$ cat config.mk
export PLATFORM = sky130hd
export DESIGN_NAME = spi_accel_responder
export DESIGN_NICKNAME = d
export VERILOG_FILES = /design/src/rtl/spi_accel_pkg.sv /design/src/rtl/spi_pin_sync.sv /design/src/rtl/spi_accel_responder.sv
export SDC_FILE = /design/constraint.sdc
export NUM_CORES = 1
export LEC_CHECK = 0
export BUFFER_PORTS_ARGS = -buffer_cell sky130_fd_sc_hd__buf_2
export CORE_UTILIZATION = 55
export CTS_CLUSTER_DIAMETER = 60
export DETAILED_ROUTE_END_ITERATION = 8
export PLACE_DENSITY = 0.7
export SYNTH_ARGS = -nofsm -noshare
export SYNTH_HDL_FRONTEND = slang
export SYNTH_SLANG_ARGS = --single-unit
$ cat constraint.sdc
create_clock -name sys_clk -period 3.8 [get_ports sys_clk]
set_input_delay 0.38 -clock sys_clk [delete_from_list [all_inputs] [get_ports sys_clk]]
set_output_delay 0.38 -clock sys_clk [all_outputs]
set_load 0.03 [all_outputs]
$ cat src/rtl/spi_accel_pkg.sv
`default_nettype none
// ============================================================================
// Module      : spi_accel_pkg
// Description : Register map, FSM state type and address helpers shared by
//               the accelerometer SPI responder.
// Revision    : 1.0 - initial release
// ============================================================================
package spi_accel_pkg;

    localparam logic [5:0] ADDR_DEVID       = 6'h00;
    localparam logic [5:0] ADDR_BW_RATE     = 6'h2C;
    localparam logic [5:0] ADDR_POWER_CTL   = 6'h2D;
    localparam logic [5:0] ADDR_INT_ENABLE  = 6'h2E;
    localparam logic [5:0] ADDR_INT_SOURCE  = 6'h30;
    localparam logic [5:0] ADDR_DATA_FORMAT = 6'h31;
    localparam logic [5:0] ADDR_DATAX0      = 6'h32;

    typedef enum logic [1:0] {
        IDLE = 2'd0,
        CMD  = 2'd1,
        DATA = 2'd2
    } spi_state_t;

    function automatic logic is_writable(input logic [5:0] addr);
        return (addr == ADDR_BW_RATE) || (addr == ADDR_POWER_CTL) ||
               (addr == ADDR_INT_ENABLE) || (addr == ADDR_DATA_FORMAT);
    endfunction

    function automatic logic is_data_addr(input logic [5:0] addr);
        return (addr >= ADDR_DATAX0) && (addr <= ADDR_DATAX0 + 6'd5);
    endfunction

endpackage
`default_nettype wire

$ cat src/rtl/spi_pin_sync.sv
`default_nettype none
// ============================================================================
// Module      : spi_pin_sync
// Description : Synchronises the SPI pins into clk and produces registered
//               sclk rise/fall and chip-select edge strobes.
// Revision    : 1.0 - initial release
// ============================================================================
module spi_pin_sync #(
    parameter int SYNC_STAGES = 2
) (
    input  logic clk,
    input  logic rst_n,
    input  logic i_sclk,
    input  logic i_cs_n,
    input  logic i_mosi,
    output logic o_sclk_rise,
    output logic o_sclk_fall,
    output logic o_cs_fall,
    output logic o_cs_rise,
    output logic o_cs_n,
    output logic o_mosi
);

    logic [SYNC_STAGES-1:0] r_sclk_pipe;
    logic [SYNC_STAGES-1:0] r_cs_pipe;
    logic [SYNC_STAGES-1:0] r_mosi_pipe;
    logic                   r_sclk_q;
    logic                   r_cs_q;
    logic                   r_mosi_q;
    logic                   w_sclk;
    logic                   w_cs;
    logic                   w_mosi;

    assign w_sclk = r_sclk_pipe[SYNC_STAGES-1];
    assign w_cs   = r_cs_pipe[SYNC_STAGES-1];
    assign w_mosi = r_mosi_pipe[SYNC_STAGES-1];

    // The _q level registers keep mosi and cs aligned with the edge strobes.
    always_ff @(posedge clk or negedge rst_n) begin
        if (!rst_n) begin
            r_sclk_pipe <= '1;
            r_cs_pipe   <= '1;
            r_mosi_pipe <= '0;
            r_sclk_q    <= 1'b1;
            r_cs_q      <= 1'b1;
            r_mosi_q    <= 1'b0;
            o_sclk_rise <= 1'b0;
            o_sclk_fall <= 1'b0;
            o_cs_fall   <= 1'b0;
            o_cs_rise   <= 1'b0;
        end else begin
            r_sclk_pipe <= {r_sclk_pipe[SYNC_STAGES-2:0], i_sclk};
            r_cs_pipe   <= {r_cs_pipe[SYNC_STAGES-2:0], i_cs_n};
            r_mosi_pipe <= {r_mosi_pipe[SYNC_STAGES-2:0], i_mosi};
            r_sclk_q    <= w_sclk;
            r_cs_q      <= w_cs;
            r_mosi_q    <= w_mosi;
            o_sclk_rise <= w_sclk & ~r_sclk_q;
            o_sclk_fall <= ~w_sclk & r_sclk_q;
            o_cs_fall   <= ~w_cs & r_cs_q;
            o_cs_rise   <= w_cs & ~r_cs_q;
        end
    end

    assign o_cs_n = r_cs_q;
    assign o_mosi = r_mosi_q;

endmodule
`default_nettype wire

$ cat src/rtl/spi_accel_responder.sv
`default_nettype none
// ============================================================================
// Module      : spi_accel_responder
// Description : SPI mode-3 target emulating the accelerometer register file,
//               presenting injected axis samples with tear-free burst reads.
// Revision    : 1.0 - initial release
// ============================================================================
module spi_accel_responder
    import spi_accel_pkg::*;
#(
    parameter int         SYNC_STAGES = 2,
    parameter logic [7:0] DEVID       = 8'hE5
) (
    input  logic        sys_clk,
    input  logic        reset_n,
    input  logic        spi_sclk,
    input  logic        spi_cs,
    input  logic        spi_mosi,
    output logic        spi_miso,
    output logic        spi_miso_oe,
    input  logic [15:0] x_sample,
    input  logic [15:0] y_sample,
    input  logic [15:0] z_sample,
    input  logic        sample_valid,
    output logic        data_ready_int,
    output logic        reg_wr_en,
    output logic [5:0]  reg_wr_addr,
    output logic [7:0]  reg_wr_data
);

    logic        w_sclk_rise, w_sclk_fall, w_cs_fall, w_cs_rise, w_cs_n, w_mosi;
    spi_state_t  r_state;
    logic [2:0]  r_bit_cnt;
    logic [6:0]  r_rx_shift;
    logic [7:0]  r_tx_shift;
    logic        r_rw, r_mb;
    logic [5:0]  r_addr;
    logic [7:0]  r_bw_rate, r_power_ctl, r_int_enable, r_data_format;
    logic [47:0] r_data, r_shadow;
    logic        r_shadow_pending, r_data_ready, r_data_read;
    logic [7:0]  w_byte;
    logic [5:0]  w_next_addr, w_rd_addr;
    logic [7:0]  w_rd_data;
    logic [47:0] w_samples;

    spi_pin_sync #(.SYNC_STAGES(SYNC_STAGES)) u_pin_sync (
        .clk         (sys_clk),
        .rst_n       (reset_n),
        .i_sclk      (spi_sclk),
        .i_cs_n      (spi_cs),
        .i_mosi      (spi_mosi),
        .o_sclk_rise (w_sclk_rise),
        .o_sclk_fall (w_sclk_fall),
        .o_cs_fall   (w_cs_fall),
        .o_cs_rise   (w_cs_rise),
        .o_cs_n      (w_cs_n),
        .o_mosi      (w_mosi)
    );

    assign w_byte      = {r_rx_shift, w_mosi};
    assign w_next_addr = r_mb ? r_addr + 6'd1 : r_addr;
    assign w_samples   = {z_sample, y_sample, x_sample};
    // Only one register lookup per cycle: the command address or the prefetch.
    assign w_rd_addr   = (r_state == CMD) ? w_byte[5:0] : w_next_addr;

    always_comb begin
        w_rd_data = 8'h00;
        case (w_rd_addr)
            ADDR_DEVID:         w_rd_data = DEVID;
            ADDR_BW_RATE:       w_rd_data = r_bw_rate;
            ADDR_POWER_CTL:     w_rd_data = r_power_ctl;
            ADDR_INT_ENABLE:    w_rd_data = r_int_enable;
            ADDR_INT_SOURCE:    w_rd_data = {r_data_ready, 7'b0};
            ADDR_DATA_FORMAT:   w_rd_data = r_data_format;
            ADDR_DATAX0:        w_rd_data = r_data[7:0];
            ADDR_DATAX0 + 6'd1: w_rd_data = r_data[15:8];
            ADDR_DATAX0 + 6'd2: w_rd_data = r_data[23:16];
            ADDR_DATAX0 + 6'd3: w_rd_data = r_data[31:24];
            ADDR_DATAX0 + 6'd4: w_rd_data = r_data[39:32];
            ADDR_DATAX0 + 6'd5: w_rd_data = r_data[47:40];
            default:            w_rd_data = 8'h00;
        endcase
    end

    always_ff @(posedge sys_clk or negedge reset_n) begin
        if (!reset_n) begin
            r_state          <= IDLE;
            r_bit_cnt        <= 3'd0;
            r_rx_shift       <= 7'd0;
            r_tx_shift       <= 8'd0;
            r_rw             <= 1'b0;
            r_mb             <= 1'b0;
            r_addr           <= 6'd0;
            r_bw_rate        <= 8'd0;
            r_power_ctl      <= 8'd0;
            r_int_enable     <= 8'd0;
            r_data_format    <= 8'd0;
            r_data           <= 48'd0;
            r_shadow         <= 48'd0;
            r_shadow_pending <= 1'b0;
            r_data_ready     <= 1'b0;
            r_data_read      <= 1'b0;
            spi_miso         <= 1'b1;
            reg_wr_en        <= 1'b0;
            reg_wr_addr      <= 6'd0;
            reg_wr_data      <= 8'd0;
        end else begin
            reg_wr_en <= 1'b0;

            if (sample_valid && !w_cs_n) begin
                r_shadow         <= w_samples;
                r_shadow_pending <= 1'b1;
            end
            // End of transaction: read-clear first, then a pending apply sets.
            if (w_cs_rise) begin
                r_shadow_pending <= 1'b0;
                r_data_read      <= 1'b0;
                if (r_data_read)
                    r_data_ready <= 1'b0;
                if (r_shadow_pending) begin
                    r_data       <= r_shadow;
                    r_data_ready <= 1'b1;
                end
            end
            if (sample_valid && w_cs_n) begin
                r_data       <= w_samples;
                r_data_ready <= 1'b1;
            end

            if (w_cs_n) begin
                r_state   <= IDLE;
                r_bit_cnt <= 3'd0;
                spi_miso  <= 1'b1;
            end else begin
                case (r_state)
                    IDLE: begin
                        if (w_cs_fall) begin
                            r_state   <= CMD;
                            r_bit_cnt <= 3'd0;
                        end
                    end
                    CMD: begin
                        if (w_sclk_rise) begin
                            r_rx_shift <= w_byte[6:0];
                            r_bit_cnt  <= r_bit_cnt + 3'd1;
                            if (r_bit_cnt == 3'd7) begin
                                r_rw    <= w_byte[7];
                                r_mb    <= w_byte[6];
                                r_addr  <= w_byte[5:0];
                                r_state <= DATA;
                                if (w_byte[7])
                                    r_tx_shift <= w_rd_data;
                            end
                        end
                    end
                    DATA: begin
                        if (r_rw) begin
                            if (w_sclk_fall) begin
                                spi_miso   <= r_tx_shift[7];
                                r_tx_shift <= {r_tx_shift[6:0], 1'b0};
                                r_bit_cnt  <= r_bit_cnt + 3'd1;
                                if (r_bit_cnt == 3'd0 && is_data_addr(r_addr))
                                    r_data_read <= 1'b1;
                                if (r_bit_cnt == 3'd7) begin
                                    r_addr     <= w_next_addr;
                                    r_tx_shift <= w_rd_data;
                                end
                            end
                        end else if (w_sclk_rise) begin
                            r_rx_shift <= w_byte[6:0];
                            r_bit_cnt  <= r_bit_cnt + 3'd1;
                            if (r_bit_cnt == 3'd7) begin
                                if (is_writable(r_addr)) begin
                                    case (r_addr)
                                        ADDR_BW_RATE:    r_bw_rate     <= w_byte;
                                        ADDR_POWER_CTL:  r_power_ctl   <= w_byte;
                                        ADDR_INT_ENABLE: r_int_enable  <= w_byte;
                                        default:         r_data_format <= w_byte;
                                    endcase
                                    reg_wr_en   <= 1'b1;
                                    reg_wr_addr <= r_addr;
                                    reg_wr_data <= w_byte;
                                end
                                r_addr <= w_next_addr;
                            end
                        end
                    end
                    default: r_state <= IDLE;
                endcase
            end
        end
    end

    assign spi_miso_oe    = ~w_cs_n;
    assign data_ready_int = r_data_ready & r_int_enable[7];

endmodule
`default_nettype wire

# Word level (Yosys, flattened, before mapping)
# Cells that the tools add are included.
# totals
regBits	188
# classes
n_eq_ne	31
muxes	56
magnitude_cmp	2
bitwise_logic	11
n_reduce_logical	35
n_addsub	2
# ops
cell	n
48-bit 2-to-1 mux	3
8-bit case mux with 12 select lines	1
6-bit == test, second input constant	15
6-bit 2-to-1 mux	8
8-bit 2-to-1 mux	6
7-bit AND reduction	5
1-bit 2-to-1 mux	22
8-bit case mux with 2 select lines	1
3-bit 2-to-1 mux	5
7-bit 2-to-1 mux	2
7-bit case mux with 2 select lines	1
2-bit nonzero test	7
6-bit case mux with 2 select lines	1
6-bit AND reduction	2
3-bit by 1-bit inequality test with 1-bit output, second input constant	3
3-bit case mux with 3 select lines	1
3-bit AND reduction	3
2-bit 2-to-1 mux	4
2-bit by 1-bit inequality test with 1-bit output, second input constant	4
4-bit AND reduction	2
6-bit by 1-bit adder with 6-bit output, second input constant	1
6-bit >= comparator, second input constant	1
6-bit <= comparator, second input constant	1
6-bit zero test	1
19 further kinds	37

# Longest topological paths before layout
# logic_depth
word_depth	10
ltp_mapped	12

# Modules after synthesis
# Synthesis repeated with hierarchy kept, for this count alone.
# unflattened
cells_unflattened	802
hier_area_um2	8941.1
# modules_own_cells
mod	cells_per_inst	n_inst	seq_area_each_um2	area_per_inst_um2
spi_accel_responder	785	1	4380.5	8573.2
spi_pin_sync	17	1	332.8	367.9

# Least setup slack after synthesis
# No wires, ideal clock.
# synth_timing
path_kind	flip-flop to flip-flop
from	reg r_addr[0]
to	reg r_tx_shift[6]
path_buffers	2
setup_slack_ns	1.383
arrival_time_ns	2.275
period_less_slack_ns	2.417
required_time_ns	3.657
setup_time_ns	0.143
stages_incl_launch_ff	12
cell_sequence	dfrtp_1 > buf_6 > inv_1 > ha_1 > mux2_2 > nor2_2 > a21oi_2 > buf_2 > a22oi_1 > o21ai_0 > a2111oi_0 > o22ai_1
# synth_via
elab_chain_cells	9
elab_cells_between_ends	23
classes_between	1 x add/sub; 11 x eq/ne; 10 x mux; 1 x reduce/logical
# synth_rtl
element	line_no	rtl
start: declaration	spi_accel_responder.sv:37	logic [5:0] r_addr;
start signal: assignment	spi_accel_responder.sv:149	r_addr <= w_byte[5:0];
start signal: assignment	spi_accel_responder.sv:165	r_addr <= w_next_addr;
start signal: assignment	spi_accel_responder.sv:184	r_addr <= w_next_addr;
6-bit by 1-bit adder with 6-bit output	spi_accel_responder.sv:61	assign w_next_addr = r_mb ? r_addr + 6'd1 : r_addr;
6-bit 2-to-1 mux (*)	spi_accel_responder.sv:61	
6-bit 2-to-1 mux (*)	spi_accel_responder.sv:64	assign w_rd_addr = (r_state == CMD) ? w_byte[5:0] : w_next_addr;
6-bit == test or 6-bit zero test (tied branches)	spi_accel_responder.sv:68	case (w_rd_addr)
8-bit case mux with 12 select lines (*)	spi_accel_responder.sv:68	
8-bit 2-to-1 mux (on tied branches)	spi_accel_responder.sv:164, spi_accel_responder.sv:151	
8-bit 2-to-1 mux (on tied branches)	spi_accel_responder.sv:158, spi_accel_responder.sv:146	
8-bit 2-to-1 mux (on tied branches)	spi_accel_responder.sv:157, spi_accel_responder.sv:143	
8-bit case mux with 2 select lines (*)	spi_accel_responder.sv:135	case (r_state)
end signal: assignment	spi_accel_responder.sv:152	r_tx_shift <= w_rd_data;
end signal: assignment	spi_accel_responder.sv:160	r_tx_shift <= {r_tx_shift[6:0], 1'b0};
end signal: assignment	spi_accel_responder.sv:166	r_tx_shift <= w_rd_data;
end: declaration	spi_accel_responder.sv:35	logic [7:0] r_tx_shift;
# Every way passes the cells marked *; elsewhere a longest branch is shown, timed or not. The select of a mux whose other input is x is not followed.
# A chain may end at the register's enable or synchronous reset.

# Final worst setup path
# layout_timing
from	reg r_state[1]
to	reg r_tx_shift[6]
# layout_via
elab_chain_cells	8
elab_cells_between_ends	30
classes_between	18 x eq/ne; 9 x mux; 3 x reduce/logical
# layout_rtl
element	line_no	rtl
start: declaration	spi_accel_responder.sv:32	spi_state_t r_state;
start signal: assignment	spi_accel_responder.sv:87	r_state <= IDLE;
start signal: assignment	spi_accel_responder.sv:131	r_state <= IDLE;
start signal: assignment	spi_accel_responder.sv:138	r_state <= CMD;
2-bit by 1-bit == test with 1-bit output	spi_accel_responder.sv:64, spi_accel_responder.sv:135	
6-bit 2-to-1 mux	spi_accel_responder.sv:64	
6-bit == test or 6-bit zero test (tied branches)	spi_accel_responder.sv:68	
8-bit case mux with 12 select lines	spi_accel_responder.sv:68	
8-bit 2-to-1 mux (on tied branches)	spi_accel_responder.sv:164, spi_accel_responder.sv:151	
8-bit 2-to-1 mux (on tied branches)	spi_accel_responder.sv:158, spi_accel_responder.sv:146	
8-bit 2-to-1 mux (on tied branches)	spi_accel_responder.sv:157, spi_accel_responder.sv:143	
8-bit case mux with 2 select lines	spi_accel_responder.sv:135	
# Several ways; a longest one is shown, not always the timed one. The select of a mux whose other input is x is not followed.

==> impl_metrics.csv <==
group,metric,value,unit
finish,seq_area,4710,µm²
yosys,synth_cell_types,78,
timing,grt_setup_unrepaired,"false",
route,met1Wirelength,8.76,mm
clock_tree,hold_buffers,0,
setup_path,cp.arrival,3.74,ns
power_and_ir_drop,switchingPower,1.78,mW
floorplanning,dieWidth,131,µm
setup_path,regToRegSetupSlack,0.35,ns
finish,diodes,0,
yosys,syn_inst,791,
timing,hold_violations,0,
floorplanning,start_util,0.570,
grt,grt_pass1_vias,6486,
timing,fin_crit_sh,0.907,
place,place_ws,0.461,ns
route,met3_length,879,µm
yosys,synth-seq-cells,188,
setup_path,worstPathMaxFanout,28,
yosys,async_flop_share,1.00,
yosys,netlist_area,9110,µm²
job,drv_cap,0,
power_and_ir_drop,clkPwrFrac,0.321,
finish,nFillCells,1295,
yosys,synth_compound_area_frac,0.124,
route,vias,6342,
route,dr_wl_met2,10.1,mm
clock_tree,ctsHtreeMaxLevel,4,
power_and_ir_drop,p_seq_frac,0.459,
clock_tree,cts_resized,0,
grt,grt_max_degree,107,
power_and_ir_drop,p_int,3.75,mW
route,routed.top_layer,"met4",
yosys,synthMuxAreaShare,0.197,
timing,fin_setup_tns,0,ns
setup_path,crit_buf_inv,1,
yosys,synth_xor_area_frac,0.00494,
finish,drive_gt1_frac,0.284,
floorplanning,fp.dieArea,17100,µm²
setup_path,path_cells,"inv_1 -> ha_1 -> nand4bb_1 -> mux2i_1 -> o31ai_1 -> or2_0 -> nor2_1 -> a2111oi_0 -> o22ai_1",
floorplanning,rows,46,
floorplanning,die_y,131,µm
finish,area_growth,11.5,%
floorplanning,design.core.area,16000,µm²
grt,grt_pass1_wl,33.5,mm
setup_path,slowest_stage,"ha_1",
finish,multi_input_area,4090,µm²
power_and_ir_drop,power_density,544,nW/µm²
finish,final_common_cell,"dfrtp_1",
finish,final_cell_mix,"181 x dfrtp_1, 101 x nand2_1, 70 x mux2_2, 70 x buf_2, 69 x o21ai_0",
clock_tree,path_clk_slew,0.07,ns
yosys,synth_area_per_cell,11.5,µm²
yosys,seq_area_frac_synth,0.517,
timing,finalSetupViolCount,0,
timing,fin_crit,3.45,ns
clock_tree,clockBufferDepth,2,
floorplanning,io_pins,72,
worst_hold_path,hold_class,"in -> reg",
yosys,synth_top_family_by_area,"multiplexers",
route,route.antenna.remaining_nets,0,
clock_tree,cts_tree,"done",
clock_tree,cts_buffers,17,
setup_path,critPathTopFamily,"compound AO/OA/AOI/OAI gates",
setup_path,cpPeakStageDelay,0.83,ns
route,routed_wl,20.2,mm
route,drtIter0Drc,530,
yosys,synthSimpleGateAreaFrac,0.107,
clock_tree,clock_sinks,188,
place,gp_congestion,0.976,
route,drc,0,
timing,slew_violations,0,
grt,grt_usage,0.259,
yosys,synth_fa_ha_area_frac,0.0151,
place,dpl.hpwl,14.1,mm
place,port_buffers,71,
grt,overflow,0,
status,outcome,"complete, no violations",
timing,slew_headroom,0.225,
yosys,synth_edf_count,0,
power_and_ir_drop,swShare,0.322,
power_and_ir_drop,power_leakage,4.87,nW
setup_path,cp-end-kind,"register",
setup_path,start_kind,"register",
timing,setup_slack,0.352,ns
setup_path,crit_type,"reg -> reg",
setup_path,crit_required,4.09,ns
power_and_ir_drop,p_comb_frac,0.220,
route,viasPerCell,5.92,
yosys,syn_nets,856,
power_and_ir_drop,p_total,5.53,mW
timing,tightest_slew,1.16,ns
clock_tree,cts-root-buf,"clkbuf_16",
clock_tree,cts_post_setup_buffers_inserted,0,
timing,skew,0.00769,ns
yosys,yosysWarnings,0,
route,drt_first_pass_iters,6,
clock_tree,insertion_delay,0.43,ns
finish,nNetsFinal,908,
yosys,ys.flop_type,"dfrtp_1",
grt,antenna_found_initial,0,
timing,max_clock_freq,290,MHz
power_and_ir_drop,irDropWorstVdd,0.333,mV
route,wl_per_cell,18.9,µm
-- routing by layer --
layer / vias up / GRT usage
met2: 220 / 0.424
met3: 43 / 0.0476
li1: 2939 / -
met1: 3140 / 0.344
met5: - / 0
met4: 0 / 0.100
-- synth_stat cells (4+ instances only) --
| library cell | instances | area share |
|---|---|---|
| clkbuf_1 | 26 | 0.011 |
| a211oi_1 | 4 | 0.0033 |
| nand3_1 | 12 | 0.0066 |
| o22ai_1 | 14 | 0.0096 |
| nor3_1 | 5 | 0.0027 |
| a222oi_1 | 8 | 0.0088 |
| buf_4 | 4 | 0.0033 |
| nor2b_1 | 10 | 0.0069 |
| buf_2 | 7 | 0.0038 |
| mux2_4 | 24 | 0.040 |
| dfstp_2 | 7 | 0.020 |
| and3_1 | 5 | 0.0034 |
| a21oi_1 | 23 | 0.013 |
| buf_6 | 5 | 0.0062 |
| a22oi_1 | 20 | 0.016 |
| inv_1 | 15 | 0.0062 |
| o21ai_0 | 69 | 0.038 |
| nand2_1 | 102 | 0.042 |
| nor2_1 | 31 | 0.013 |
| nand2b_1 | 6 | 0.0041 |
| mux2_2 | 70 | 0.087 |
| dfrtp_1 | 181 | 0.50 |
| mux2i_1 | 56 | 0.062 |
| ha_1 | 11 | 0.015 |
-- final cells by class --
class                   instances  share of cell area
repair buffers                 79              0.0427
flip-flops and latches        188               0.464
clock inverters                13              0.0151
clock buffers                  18              0.0422
multi-input cells             538               0.403
well taps                     216              0.0266
inverters                      19             0.00702
-- state kept, by name, summed over array words and instances, names as in the netlist, 3 cells and up --
name and count:
r_data_format 8, r_power_ctl 8, r_rx_shift 7, r_bw_rate 8, r_data 48, r_bit_cnt 3, r_shadow 48, reg_wr_data 8
r_tx_shift 8, reg_wr_addr 6, r_int_enable 8, r_addr 6
-- worst paths after layout --
path                                                      from                                   to  depth (start not counted)
setup / recovery                        r_state[1]$_DFFE_PN0P_            r_tx_shift[6]$_DFFE_PN0P_                          9
min in group asynchronous                              reset_n                r_data_read$_DFF_PN0_                          1
setup reg to reg                        r_state[1]$_DFFE_PN0P_            r_tx_shift[6]$_DFFE_PN0P_                          9
hold reg to reg            u_pin_sync.r_mosi_pipe[0]$_DFF_PN0_  u_pin_sync.r_mosi_pipe[1]$_DFF_PN0_                          0
hold / removal                                        spi_sclk  u_pin_sync.r_sclk_pipe[0]$_DFF_PN1_                          1
max in group asynchronous                              reset_n               r_data[16]$_DFFE_PN0P_                          2
-- power groups by stage --
stage	clock network, mW	registers, mW	logic, mW
after floorplan	0	2.40	1.03
after global placement	0	2.56	1.16
after detailed placement	0	2.57	1.21
after CTS	1.81	2.53	1.21
after global routing	1.90	2.57	1.35
final	1.77	2.54	1.22
-- kinds of logic after synthesis --
family | after synthesis
xor+xnor | 3
mux | 155
simple gates | 199
buf+inv | 65
fa+ha+maj | 11
flops | 188
compound gates | 170
-- stage by stage --
stage	std cells	hold WS (ns)	utilization	area, µm²
after global routing	1071	0.0234	0.635	10200
after global placement	1040	0.341	0.599	9580
final	1071	0.0460	0.635	10200
after CTS	1071	0.0343	0.635	10200
after detailed placement	1040	0.340	0.599	9580
after floorplan	791	0.0844	-	9110
Note: power is estimated with default switching activity, not from simulation.
